### src/rtl/mac_feeder.sv
// mac_feeder: buffers DEPTH FP8 operand pairs and issues them to a MAC
// over a start/done level handshake with a per-phase timeout.
module mac_feeder #(
   parameter int DEPTH = 4,
   parameter int TMO   = 255
) (
   input  logic                     clk,
   input  logic                     rst_n,
   input  logic                     load,
   input  logic [$clog2(DEPTH)-1:0] ld_addr,
   input  logic [7:0]               ld_b,
   input  logic [7:0]               ld_c,
   input  logic                     start,
   input  logic                     mac_done,
   output logic                     st_mac,
   output logic [7:0]               b_out,
   output logic [7:0]               c_out,
   output logic                     busy,
   output logic                     done,
   output logic                     err
);

   localparam int AW = $clog2(DEPTH);
   localparam logic [7:0]    TLAST = 8'(TMO - 1);
   localparam logic [AW-1:0] ILAST = AW'(DEPTH - 1);

   typedef enum logic [2:0] {
      IDLE,
      ISSUE,
      WAIT_LOW,
      WAIT_HIGH,
      GAP,
      FINISH
   } state_t;

   state_t        state, state_n;
   logic [AW-1:0] idx, idx_n;
   logic [7:0]    timer, timer_n;
   logic          st_mac_n;
   logic          err_n;
   logic [7:0]    b_n, c_n;
   logic [7:0]    buf_b [DEPTH];
   logic [7:0]    buf_c [DEPTH];
   logic          last;
   logic          expired;
   logic          wr;

   assign last    = (idx == ILAST);
   assign expired = (timer == TLAST);
   assign wr      = (state == IDLE) && load
                    && (int'(ld_addr) < DEPTH);
   assign busy    = (state != IDLE);
   assign done    = (state == FINISH);

   always_ff @(posedge clk) begin
      if (!rst_n) begin
         for (int i = 0; i < DEPTH; i++) begin
            buf_b[i] <= '0;
            buf_c[i] <= '0;
         end
      end else if (wr) begin
         buf_b[ld_addr] <= ld_b;
         buf_c[ld_addr] <= ld_c;
      end
   end

   always_ff @(posedge clk) begin
      if (!rst_n) begin
         state  <= IDLE;
         idx    <= '0;
         timer  <= '0;
         st_mac <= 1'b0;
         b_out  <= '0;
         c_out  <= '0;
         err    <= 1'b0;
      end else begin
         state  <= state_n;
         idx    <= idx_n;
         timer  <= timer_n;
         st_mac <= st_mac_n;
         b_out  <= b_n;
         c_out  <= c_n;
         err    <= err_n;
      end
   end

   always_comb begin
      state_n  = state;
      idx_n    = idx;
      timer_n  = timer;
      st_mac_n = st_mac;
      b_n      = b_out;
      c_n      = c_out;
      err_n    = err;
      unique case (state)
         IDLE: begin
            // a simultaneous load takes priority over start
            if (start && !load) begin
               idx_n   = '0;
               err_n   = 1'b0;
               state_n = ISSUE;
            end
         end
         ISSUE: begin
            b_n      = buf_b[idx];
            c_n      = buf_c[idx];
            st_mac_n = 1'b1;
            timer_n  = '0;
            state_n  = WAIT_LOW;
         end
         WAIT_LOW: begin
            if (!mac_done) begin
               timer_n = '0;
               state_n = WAIT_HIGH;
            end else if (expired) begin
               err_n    = 1'b1;
               st_mac_n = 1'b0;
               state_n  = IDLE;
            end else begin
               timer_n = timer + 8'd1;
            end
         end
         WAIT_HIGH: begin
            if (mac_done) begin
               st_mac_n = 1'b0;
               if (last) begin
                  state_n = FINISH;
               end else begin
                  idx_n   = idx + 1'b1;
                  state_n = GAP;
               end
            end else if (expired) begin
               err_n    = 1'b1;
               st_mac_n = 1'b0;
               state_n  = IDLE;
            end else begin
               timer_n = timer + 8'd1;
            end
         end
         GAP:     state_n = ISSUE;
         FINISH:  state_n = IDLE;
         default: state_n = IDLE;
      endcase
   end

endmodule

### config.mk
export PLATFORM = sky130hd
export DESIGN_NAME = mac_feeder
export DESIGN_NICKNAME = d
export VERILOG_FILES = /design/src/rtl/mac_feeder.sv
export SDC_FILE = /design/constraint.sdc
export NUM_CORES = 1
export LEC_CHECK = 0
export BUFFER_PORTS_ARGS = -buffer_cell sky130_fd_sc_hd__buf_2
export CAP_MARGIN = 20
export CORE_UTILIZATION = 58
export DETAILED_ROUTE_END_ITERATION = 8
export GPL_TIMING_DRIVEN = 0
export PLACE_DENSITY = 0.79
export SLEW_MARGIN = 10
export SYNTH_ARGS = -nofsm -noshare
export SYNTH_HDL_FRONTEND = slang
export SYNTH_SLANG_ARGS = --single-unit
### constraint.sdc
create_clock -name clk -period 2.7 [get_ports clk]
set_input_delay 0 -clock clk [delete_from_list [all_inputs] [get_ports clk]]
set_output_delay 0 -clock clk [all_outputs]
set_load 0.1 [all_outputs]
# == Yosys cells after proc, flatten, opt, wreduce, memory -nomap -nowiden ==
# Memories as Yosys holds them, arrays and structs flattened. A register that Yosys moved wholly into a read port is not among the register bits.
# Cells that the tools add are included.
# op_classes
mux,33
add_sub_neg,2
reduce_logical,16
multipliers,0
eq_ne,12
order_cmp,0
bitwise_logic,0
div_mod_pow,0
shifts,0
# op_table
operator,count
$mux 8,5
$pmux 8 s3,1
$reduce_or 8->1,2
$pmux 3 s5,1
$mux 1,14
$mux 3,4
$mux 2,5
$reduce_bool 3->1,3
$add 8x1->8 const B,1
$eq 8x8->1 const B,1
$ne 2x2->1 const B,4
$reduce_and 4->1,2
$eq 3x2->1 const B,2
$eq 3x3->1 const B,2
$pmux 1 s3,2
$pmux 2 s2,1
$reduce_and 2->1,2
$eq 3x1->1 const B,1
$logic_not 1->1,3
$logic_not 3->1,1
$add 2x1->2 const B,1
$eq 2x2->1 const B,1
$logic_and 1x1->1,2
$ne 2x1->1 const B,1
$reduce_bool 2->1,1
# word_totals
latch_bits,0
register_bits,15
ramBits,64
out_inout_bits,20
in_bits,23
mem_count,2
romBits,0
# mem_list
name,depth,width,rd,rd_ports_with_merged_regs,write_ports,line_no,text
buf_b,4,8,1,1,4,42,logic [7:0] buf_b [DEPTH];
buf_c,4,8,1,1,4,43,logic [7:0] buf_c [DEPTH];

# == Depth between registers and ports, before layout ==
# depth
word_depth,7
depth_mapped,7
depth_no_buf,6

# == Least setup slack after synthesis ==
# No wires, ideal clock.
# synth_path
kind,reg-to-reg
from,register state[2]
to,"memory buf_b[3][0], enable pin"
setup_time_ns,0.411
period_less_slack_ns,2.866
arrival_time_ns,2.455
stages_incl_launch_ff,5
path_slack_ns,-0.166
cell_sequence,dfxtp_1 buf_2 nor3_4 inv_1 o21ai_0
# synth_lines
element,line_no,text
start: declaration,36,"state_t state, state_n;"
start signal: assignment,77,state <= state_n;
end: declaration,42,

==> impl_metrics.py <==
metrics = {
    "global_routing": {
        "use_met2_pct": 42.0,
        "met1_usage_pct": 29.9,
        "grt_max_degree": 17,
        "grt_pass1_wl_um": 13700,
        "grt_pass1_vias": 2877,
        "grt_overflow_total": 0,
        "grt_busiest_layer": "met2",
        "antenna_found_initial": 0,
        "track_usage_pct": 24.3,
        "grt_use_met3_pct": 4.62,
    },
    "power": {
        "p_switching_uw": 764,
        "peakVddDrop_v": 0.000352,
        "power.internal_uw": 2250,
        "power.total_uw": 3010,
        "clkPwrFrac_pct": 32.9,
        "seq_power_share_pct": 54.8,
        "power.density_mw_per_mm2": 604,
        "combPwrFrac_pct": 12.3,
        "sw_frac_of_total_pct": 25.4,
        "power.leakage_uw": 0.00188,
    },
    "clocking": {
        "cts.path.max_buffers": 2,
        "h-tree-depth": 3,
        "numCtsBuffers": 9,
        "cts-resized-gates": 0,
        "cts_root_buffer": "clkbuf_8",
        "cts_setup_buffers": 0,
        "insertion_delay_ns": 0.35,
        "clk_pin_slew_ns": 0.09,
        "cts_tree": "yes",
        "cts_sinks": 95,
    },
    "synthesis": {
        "syn_area_mm2": 0.00426,
        "synth_edf_count": 64,
        "ys_ff_latch": 95,
        "yosys_most_used_dff": "edfxtp_1",
        "syn_nets": 366,
        "synth.avg_cell_area_um2": 12.5,
        "ys_warn_count": 0,
        "ys_seq_area_share_pct": 59.7,
        "ys_async_sr_fraction_pct": 0,
        "ys_types": 48,
        "syn_inst": 340,
    },
    "critical_path": {
        "setup.worst_path.end_class": "flop",
        "worst_ep_arrival_time_ns": 2.42,
        "required_ns": 2.68,
        "worst_setup_path_start_kind": "flop",
        "critical_path.max_fanout": 16,
        "crit_type": "reg -> reg",
    },
    "cells_and_area": {
        "syn_to_final_growth_pct": 17.1,
        "fill_cells": 463,
        "nets": 436,
        "n_antenna_cell": 0,
        "layout_common_cells": "and2_1 (65), edfxtp_1 (64), buf_2 (47), nand2_1 (42), dfxtp_1 (31)",
        "final_common_cell": "and2_1",
        "fin_util_pct": 71.8,
        "drive_gt1_share_pct": 23.9,
    },
    "detailed_routing": {
        "wire_per_inst_um": 16.7,
        "drc_errors": 0,
        "vias_per_cell": 5.61,
        "drtPass1Iterations": 4,
        "drtAntennaViolNets": 0,
        "dr.first_iter.drc_count": 134,
        "drt-total-wl_um": 8540,
        "vias": 2869,
    },
    "die": {
        "die_w_um": 87.7,
        "ios": 43,
        "row_count": 30,
        "core_mm2": 0.00694,
        "die_area_mm2": 0.00769,
        "start_util_pct": 61.4,
        "die_y_um": 87.7,
    },
    "timing": {
        "rsz0062_at_grt": "no",
        "hold_viol": 0,
        "min_period_ns": 2.44,
        "finalSetupTns_ns": 0,
        "max_freq_mhz": 410,
        "period_share_pct": 90.3,
        "hold_slack_ns": 0.0321,
        "slew_viol_final": 0,
        "worstMarginPinSlew_ns": 0.887,
        "finalSetupViolCount": 0,
        "skew_ns": 0.00943,
        "slew_headroom_pct": 40.9,
    },
    "placement": {
        "routabilityCongestion": 0.872,
        "io_buffers": 42,
        "place_hpwl_um": 5830,
    },
    "flow_run": {
        "maxCapViolCount": 0,
    },
    "min_path": {
        "hp-class": "in -> reg",
    },
    "run_status": {
        "status": "finished, final reports clean",
    },
}
[cell families (layout without fill, tap and decap cells)]
family,after synthesis,count (layout),share of synthesized area [%]
compound gates,47,47,7.08
xor+xnor,1,1,0.206
fa+ha+maj,3,3,0.881
buf+inv,26,101,2.85
flops,95,95,59.7
mux,16,16,8.46
simple gates,152,152,20.9
[synthesized netlist by cell type (all sizes together), types with 4 or more instances]
master	n	share of area, %
nor3	5	1.2
o21ai	4	0.47
edfxtp	64	45
and2	66	9.7
nor3b	4	1.2
clkbuf	11	1.0
dfxtp	31	15
nand2	42	3.7
buf	8	1.2
inv	7	0.62
a21oi	25	3.0
nand4	4	0.59
nor2	5	0.50
nand2b	4	0.59
nand3	8	1.1
mux4	16	8.5
[path summary, 6_finish.rpt]
check / start / endpoint / slack [ns] / cells after the start
worst min register to register: c_out[0] / c_out[0] / 0.46 / 2
worst max-delay path: state[2] / buf_b[2][6] / 0.26 / 5
worst min-delay path: mac_done / state[2] / 0.03 / 3
worst max register to register: state[2] / buf_b[2][6] / 0.26 / 5
[per-layer routing]
metal	wire [µm]	share of wire (%)	vias up
li1	-	-	1373
met1	3520	41	1382
met2	4390	51	93
met3	442	5.2	21
met4	192	2.2	0
met5	0	0	-
[critical path, cell delays in order (launching register included)]
cell and delay (ns):
dfxtp_1 0.33, buf_2 0.19, nor3_4 0.26, nand3_2 0.20, nor3b_4 0.38, nand2b_1 0.72
[per-stage QoR]
| step | area [µm²] | cells | setup slack (ns) |
|---|---|---|---|
| 2_1_floorplan | 4260 | 340 | 0.270 |
| 3_3_place_gp | 4590 | 478 | 0.192 |
| 3_5_place_dp | 4610 | 479 | 0.234 |
| 4_1_cts | 4990 | 511 | 0.227 |
| 5_1_grt | 4990 | 511 | 0.0681 |
| 6_report | 4990 | 511 | 0.262 |
[state kept, by name, summed over array words and instances (netlist names)]
name,flops
st_mac,1
buf_c,32
buf_b,32
c_out,8
err,1
state,3
b_out,8
idx,2
timer,8
[timing repair]
item                                    in CTS  in global routing
endpoints found under the hold margin       63                  0
hold buffers                                16                  0
endpoints found under the setup margin       0                  0
[power by group through the flow]
stage	combinational, µW	clock, µW	sequential, µW
final	371	989	1650
after global routing	397	1060	1660
after CTS	370	996	1650
after detailed placement	352	0	1680
after global placement	343	0	1680
after floorplan	166	0	1770
[final cells by class]
| class | count | area (µm²) | area share (%) |
|---|---|---|---|
| multi-input cells | 219 | 1600 | 32.1 |
| repair buffers | 59 | 385 | 7.73 |
| plain buffers | 19 | 95.1 | 1.91 |
| well taps | 96 | 120 | 2.41 |
| clock inverters | 4 | 51.3 | 1.03 |
| inverters | 7 | 26.3 | 0.527 |
| clock buffers | 12 | 166 | 3.34 |
| flip-flops and latches | 95 | 2540 | 51.0 |
(Power assumes the default switching activity.)
